<file path="config.mk">
export PLATFORM = sky130hd
export DESIGN_NAME = bcd_countdown_timer
export DESIGN_NICKNAME = d
export VERILOG_FILES = /design/src/rtl/bcd_pkg.sv /design/src/rtl/bcd_digit_down.sv /design/src/rtl/bcd_countdown_timer.sv
export SDC_FILE = /design/constraint.sdc
export NUM_CORES = 1
export LEC_CHECK = 0
export CAP_MARGIN = 25
export CORE_ASPECT_RATIO = 0.75
export CORE_MARGIN = 4
export CORE_UTILIZATION = 30
export DETAILED_ROUTE_END_ITERATION = 8
export HOLD_SLACK_MARGIN = 0.1
export PLACE_DENSITY_LB_ADDON = 0.3
export SLEW_MARGIN = 30
export SYNTH_ARGS = -nofsm -noshare
export SYNTH_HDL_FRONTEND = slang
export SYNTH_SLANG_ARGS = --single-unit
</file>
<file path="constraint.sdc">
create_clock -name CLK -period 1.35 [get_ports CLK]
set_clock_uncertainty 0.15 [all_clocks]
set_input_delay 0.2025 -clock CLK [delete_from_list [all_inputs] [get_ports CLK]]
set_output_delay 0.2025 -clock CLK [all_outputs]
set_load 0.01 [all_outputs]
</file>
<file path="src/rtl/bcd_pkg.sv">
// Shared definitions for the BCD countdown timer.
//   state_t    : controller states (IDLE, RUN)
//   BCD_MAX    : largest legal BCD nibble
//   bcd_clamp  : saturates a nibble to the legal BCD range
package bcd_pkg;

    typedef enum logic {
        IDLE = 1'b0,
        RUN  = 1'b1
    } state_t;

    localparam logic [3:0] BCD_MAX = 4'd9;

    function automatic logic [3:0] bcd_clamp(input logic [3:0] nibble);
        return (nibble > BCD_MAX) ? BCD_MAX : nibble;
    endfunction

endpackage

</file>
<file path="src/rtl/bcd_digit_down.sv">
// One registered BCD digit of a down-counter.
//   clk        : clock, rising edge
//   res        : synchronous active-high reset (digit -> 0)
//   load       : write load_val into the digit (wins over dec)
//   load_val   : value to write, already legal BCD
//   dec        : decrement enable for the whole chain
//   borrow_in  : borrow from the less significant digit
//   digit      : current digit value
//   borrow_out : borrow to the more significant digit
module bcd_digit_down
    import bcd_pkg::*;
(
    input  logic       clk,
    input  logic       res,
    input  logic       load,
    input  logic [3:0] load_val,
    input  logic       dec,
    input  logic       borrow_in,
    output logic [3:0] digit,
    output logic       borrow_out
);

    // A digit only borrows onward when it is 0 and is itself being borrowed from.
    assign borrow_out = borrow_in && (digit == 4'd0);

    always_ff @(posedge clk) begin
        if (res) begin
            digit <= 4'd0;
        end else if (load) begin
            digit <= load_val;
        end else if (dec && borrow_in) begin
            digit <= (digit == 4'd0) ? BCD_MAX : digit - 4'd1;
        end
    end

endmodule

</file>
<file path="src/rtl/bcd_countdown_timer.sv">
// Multi-digit BCD down-counter with parallel load, start/enable control,
// single-cycle terminal-count pulse and optional auto-reload.
//   CLK      : clock, rising edge
//   RES      : synchronous active-high reset
//   LOAD     : parallel load strobe (any state, aborts a run)
//   LOAD_VAL : packed BCD load value, digit 0 in [3:0]; nibbles >9 clamp to 9
//   START    : begin countdown from IDLE
//   EN       : count enable while in RUN
//   COUNT    : current packed BCD value
//   BUSY     : high while in RUN
//   DONE     : one-cycle terminal-count pulse
//   ERR      : last load had an out-of-range nibble (sticky until next LOAD)
module bcd_countdown_timer
    import bcd_pkg::*;
#(
    parameter int DIGITS      = 2,
    parameter bit AUTO_RELOAD = 1'b0
) (
    input  logic                  CLK,
    input  logic                  RES,
    input  logic                  LOAD,
    input  logic [4*DIGITS-1:0]   LOAD_VAL,
    input  logic                  START,
    input  logic                  EN,
    output logic [4*DIGITS-1:0]   COUNT,
    output logic                  BUSY,
    output logic                  DONE,
    output logic                  ERR
);

    localparam int W = 4 * DIGITS;

    state_t         state, state_nxt;
    logic           done_nxt;
    logic [W-1:0]   reload_reg;
    logic [W-1:0]   load_clamped;
    logic           clamped_any;
    logic           zero, one;
    logic           dec, term;
    logic           dig_load;
    logic [W-1:0]   dig_val;
    logic [DIGITS:0] borrow;

    always_comb begin
        load_clamped = '0;
        clamped_any  = 1'b0;
        for (int i = 0; i < DIGITS; i++) begin
            load_clamped[4*i +: 4] = bcd_clamp(LOAD_VAL[4*i +: 4]);
            if (LOAD_VAL[4*i +: 4] > BCD_MAX) clamped_any = 1'b1;
        end
    end

    assign zero = (COUNT == '0);
    assign one  = (COUNT == W'(1));

    // LOAD outranks counting, so a decrement never coincides with a load.
    assign dec  = (state == RUN) && EN && !LOAD;
    // Terminal count: this edge would take COUNT from 1 to 0.
    assign term = dec && one;

    // On auto-reload the reload value overwrites what the decrement would give.
    assign dig_load = LOAD || (term && AUTO_RELOAD);
    assign dig_val  = LOAD ? load_clamped : reload_reg;

    assign borrow[0] = 1'b1;

    for (genvar g = 0; g < DIGITS; g++) begin : g_dig
        bcd_digit_down u_dig (
            .clk        (CLK),
            .res        (RES),
            .load       (dig_load),
            .load_val   (dig_val[4*g +: 4]),
            .dec        (dec),
            .borrow_in  (borrow[g]),
            .digit      (COUNT[4*g +: 4]),
            .borrow_out (borrow[g+1])
        );
    end

    // State register
    always_ff @(posedge CLK) begin
        if (RES) state <= IDLE;
        else     state <= state_nxt;
    end

    // Next-state and DONE decision
    always_comb begin
        state_nxt = state;
        done_nxt  = 1'b0;
        if (!LOAD) begin
            case (state)
                IDLE: begin
                    if (START) begin
                        if (zero) done_nxt  = 1'b1;
                        else      state_nxt = RUN;
                    end
                end
                RUN: begin
                    if (term) begin
                        done_nxt = 1'b1;
                        // A zero reload value has nothing to count; stop instead.
                        if (!AUTO_RELOAD || (reload_reg == '0)) state_nxt = IDLE;
                    end
                end
                default: state_nxt = IDLE;
            endcase
        end else begin
            state_nxt = IDLE;
        end
    end

    // Outputs derived from registered state only
    always_comb begin
        BUSY = (state == RUN);
    end

    always_ff @(posedge CLK) begin
        if (RES) begin
            DONE       <= 1'b0;
            ERR        <= 1'b0;
            reload_reg <= '0;
        end else begin
            DONE <= done_nxt;
            if (LOAD) begin
                ERR        <= clamped_any;
                reload_reg <= load_clamped;
            end
        end
    end

endmodule

</file>
**After elaboration in Yosys (flattened, before gate mapping)**

Index checks and enable logic that the tools add are counted.

- Reduce and logical (&&, ||, !) cells: 11
- Eq/ne operators: 1
- Shift operators: 0
- $lt $le $gt $ge: 2
- Add/sub/neg operators: 2
- Multiply operators: 0
- Muxes and demuxes: 18
- Div/mod/pow operators: 0
- Bitwise gates (word level): 1

Operators with widths:

| kind | count |
|---|---|
| 4-bit 2-to-1 mux | 8 |
| 8-bit by 1-bit equality test with 1-bit output, second input constant | 1 |
| 4-bit > comparator, second input constant | 2 |
| 4-bit zero test | 2 |
| 8-bit zero test | 1 |
| 1-bit 2-to-1 mux | 8 |
| 4-bit by 1-bit subtractor with 4-bit output, second input constant | 2 |
| 1-bit logical AND | 4 |
| 1-bit one-hot mux with 2 select lines | 2 |
| 2-bit nonzero test | 2 |
| 2-bit OR reduction | 1 |
| 1-bit zero test | 1 |
| 1-bit NOT | 1 |

- Memory bits (writable): 0
- Memories kept: 0
- Bits of input ports: 13
- Output and inout port bits: 11
- Word-level logic and storage cells: 40
- Bits in registers: 11
- Memory bits (read-only): 0
- Latch bits: 0

**Logic depth before layout (Yosys ltp)**

- Depth in word-level cells: 5
- Depth in mapped cells: 4

**Modules after synthesis**

Synthesis repeated with hierarchy kept, for this count alone.

- Cell total of the unflattened synthesis: 111
- Area total of the unflattened synthesis: 958.4 sq um

Modules (own cells, without submodules):

| module | area each (sq um) | seq. area each (sq um) | cells each | times used |
|---|---|---|---|---|
| bcd_countdown_timer | 490.5 | 220.2 | 57 | 1 |
| bcd_digit_down | 234.0 | 80.1 | 27 | 2 |

**Worst setup path after synthesis**

OpenSTA, ideal clock, no wires.

- Path type: register to register
- Start: register g_dig[0].u_dig.digit[3]
- End: register g_dig[1].u_dig.digit[3]
- Path buffers: 0
- Arrival: 1249 ps
- Setup slack: -152 ps
- Library setup time: 103 ps
- Stages on the path, launching flop included: 4
- Data required time: 1097 ps
- Path through: dfxtp_1 -> nor4_4 -> a311oi_1 -> a2111oi_2

- Cells in the longest elaborated chain, start to end: 3

RTL lines:

| what | line | RTL |
|---|---|---|
| start, declared | bcd_digit_down.sv:19 | `output logic [3:0] digit,` |
| start signal, assigned | bcd_digit_down.sv:30 | `digit <= load_val;` |
| start signal, assigned | bcd_digit_down.sv:32 | `digit <= (digit == 4'd0) ? BCD_MAX : digit - 4'd1;` |
| 4-bit zero test | bcd_digit_down.sv:24 | `assign borrow_out = borrow_in && (digit == 4'd0);` |
| 1-bit logical AND | bcd_digit_down.sv:31 | `end else if (dec && borrow_in) begin` |
| 2-bit nonzero test (no line) | -- |  |
| end signal, assigned | bcd_digit_down.sv:30 |  |
| end signal, assigned | bcd_digit_down.sv:32 |  |
| end, declared | bcd_digit_down.sv:19 |  |

No other way between the ends.
A chain may end at the register's enable or synchronous reset.

**Worst setup path in the final report**

- Start: register g_dig[0].u_dig.digit[0]
- End: register g_dig[1].u_dig.digit[3]

Same word-level chain as after synthesis.

==> run metrics <==
Setup crit end kind=flop; Finished Core Util=a little under three fifths; layout cells sized above 1=between 30% and 40%; number of global-route vias before repair=between 600 and 700; Synth Instances=between 60 and 70; Setup crit start kind=flop; Final setup viols=6; Initial Utilization=~33%; synth-to-layout area growth=68.4%; total chip power=0.000823 W; Period Utilization, post-route=107%; initial antenna violation count=0; type of the most critical hold path=in2reg; largest net degree at the start of global routing=9; Antenna Cells=0; wire length on met1=851 um; Final Worst Setup Slack=-0.0903 ns; max frequency=between 600 and 700 MHz; final slew viol count=0; Seq cells post-synth=11; Clk Latency, worst-skew pair=roughly 0.27 ns; met3 WL=between 150 and 200 um; CTS tree=done; Worst VDD drop=0.000503 V; number of primary I/O pins=24; GRT Resource Usage Total=15.0%; nets@finish=about 120; wire length per cell=15.3 um; Reg clk slew, reported paths=0.08 ns; DR vias=about 710; Mapped Nets=81; unrepaired setup endpoints after global routing=true; antenna-violating nets left=0; core area=1820 sq um; Root Buffer=clkbuf_4; die height=~47 um; drt drc=0; uppermost layer routed=met4; CTS Buf Count=3; Initial DRC Count=19; YS warnings=0; Fin Setup TNS=-0.271 ns; clk buf depth=2; Syn Std Cell Area=~600 sq um; Worst-Margin Slew=about 0.36 ns; GP Congestion=0.764; drt first pass iters=4; wire length on met2=905 um; CTS Sinks=11; vias per inst=between 5 and 6; failing checks=negative setup slack; Crit Path Category=reg2reg; Die Span X=between 50 and 60 um; Slew HR=76.1%; DRT Wirelength=roughly 1900 um; Unique masters post-synth=32; Hold-fix buffers, CTS=0; Total Die Area=approximately 2800 sq um; Worst EP arrival=around 1.4 ns; Worst EP required=about 1.4 ns; Filler cells=181; worst-path maximum fanout=7; max cap viols=0; Hold Fails Final Rpt=0; # H-tree levels=1; leak pwr=around 0.43 nW; register area share after synthesis=between 30% and 40%; Pwr per Cell Area=between 800 and 900 nW/um^2; Final HPWL DP=about 1400 um; site row count=13; global route overflow=0; Final min period=between 1 and 1.5 ns; global-route wire length before repair=between 3000 and 4000 um; IO buf count=23; syn_area_per_cell=approximately 9 sq um; status=complete, but fails checks
[logic make-up (layout without fill, tap and decap cells)]
| family | after synthesis | in the layout | share of synthesized area (%) |
|---|---|---|---|
| flops | 11 | 11 | 36.6 |
| xor+xnor | 1 | 1 | 1.46 |
| simple gates | 26 | 26 | 28.7 |
| buf+inv | 7 | 44 | 4.57 |
| compound gates | 23 | 23 | 28.7 |
[sequential cells by signal (all words and copies together) (netlist names)]
name,flops
g_dig.u_dig.digit,8
BUSY,1
DONE,1
ERR,1
[worst max-delay path, stage by stage, from the launching register on]
cell	delay (ns)
dfxtp_4	0.37
nor4bb_1	0.27
buf_4	0.20
a311oi_2	0.11
a2111oi_2	0.23
[worst paths after layout]
kind / start / endpoint / slack (ns) / cells past startpoint
worst max-delay path: g_dig[0].u_dig.digit[0] / g_dig[1].u_dig.digit[3] / -0.09 / 4
worst min-delay path: LOAD / g_dig[1].u_dig.digit[2] / 0.24 / 3
worst max register to register: g_dig[0].u_dig.digit[0] / g_dig[1].u_dig.digit[3] / -0.09 / 4
worst min register to register: ERR / ERR / 0.38 / 2
[per-stage QoR]
stage	hold slack (ns)	area, sq um	std cells	setup WS (ns)
after floorplan	0.162	617	68	-0.00762
after global placement	0.338	930	119	-0.452
after detailed placement	0.357	930	119	-0.452
after CTS	0.336	1000	127	-0.0931
after global routing	0.259	1010	127	-0.151
final	0.243	1010	127	-0.0903
[placed cells by master (no fill, tap or decap), types with 2 or more instances in the layout]
cell,n
a21oi_1,3
a21boi_1,2
nand4_1,2
dfxtp_4,4
dfxtp_1,2
dfxtp_2,5
nor2_1,6
nand2_1,3
buf_4,12
clkbuf_4,3
inv_1,4
o21ai_0,4
clkdlybuf4s50_1,10
a311oi_1,2
dlygate4sd2_1,11
nand4b_1,2
nor4bb_1,2
[metal layers]
metal,vias up,global-route usage (%)
li1,342,-
met2,23,23.1
met5,-,0
met1,337,19.4
met3,4,6.32
met4,0,3.98
[repair_timing]
item | CTS | global route
pin swaps | 9 | 2
setup buffers | 4 | 0
endpoints found under the setup margin | 19 | 10
resized for setup | 23 | 4
[Yosys cell counts]
| master | number | area [sq um] |
|---|---|---|
| dfxtp_1 | 11 | 220 |
| nor2_1 | 6 | 22.5 |
| a21oi_1 | 4 | 20.0 |
| inv_1 | 4 | 15.0 |
| nand2_1 | 4 | 15.0 |
| o21ai_0 | 4 | 20.0 |
| a311oi_1 | 3 | 26.3 |
| a21boi_0 | 2 | 15.0 |
| a221oi_1 | 2 | 17.5 |
| clkbuf_1 | 2 | 7.51 |
| nand4_1 | 2 | 12.5 |
| nand4b_1 | 2 | 17.5 |
| nor4_1 | 2 | 12.5 |
| nor4bb_1 | 2 | 20.0 |
| a2111o_1 | 1 | 11.3 |
| a2111oi_2 | 1 | 15.0 |
| a211oi_1 | 1 | 7.51 |
| a21boi_1 | 1 | 7.51 |
| a31oi_1 | 1 | 6.26 |
| and3_1 | 1 | 6.26 |
| buf_2 | 1 | 5.00 |
| nand3_1 | 1 | 5.00 |
| nand3b_1 | 1 | 7.51 |
| nand4bb_1 | 1 | 11.3 |
| nor2b_1 | 1 | 6.26 |
| nor3b_1 | 1 | 7.51 |
| nor4_4 | 1 | 21.3 |
| o211a_1 | 1 | 10.0 |
| o211ai_1 | 1 | 7.51 |
| o31a_1 | 1 | 8.76 |
| or4_1 | 1 | 7.51 |
| xor2_1 | 1 | 8.76 |
[where the power goes]
part | switching, W | internal [W] | total (W) | leakage, nW
registers | 0.0000281 | 0.000346 | 0.000374 | 0.0951
clock network | 0.000112 | 0.000114 | 0.000227 | 0.0150
logic | 0.0000992 | 0.000124 | 0.000223 | 0.321
total | 0.000240 | 0.000584 | 0.000823 | 0.431
[cell type report]
type / instances / area (sq um) / share of cell area, %
clock buffer: 4 / 26.3 / 2.59
tap: 22 / 27.5 / 2.72
inverter: 4 / 15.0 / 1.48
multi-input combinational: 50 / 383 / 37.8
timing repair buffer: 36 / 320 / 31.6
sequential: 11 / 241 / 23.8
Note: power is estimated with default switching activity, not from simulation.
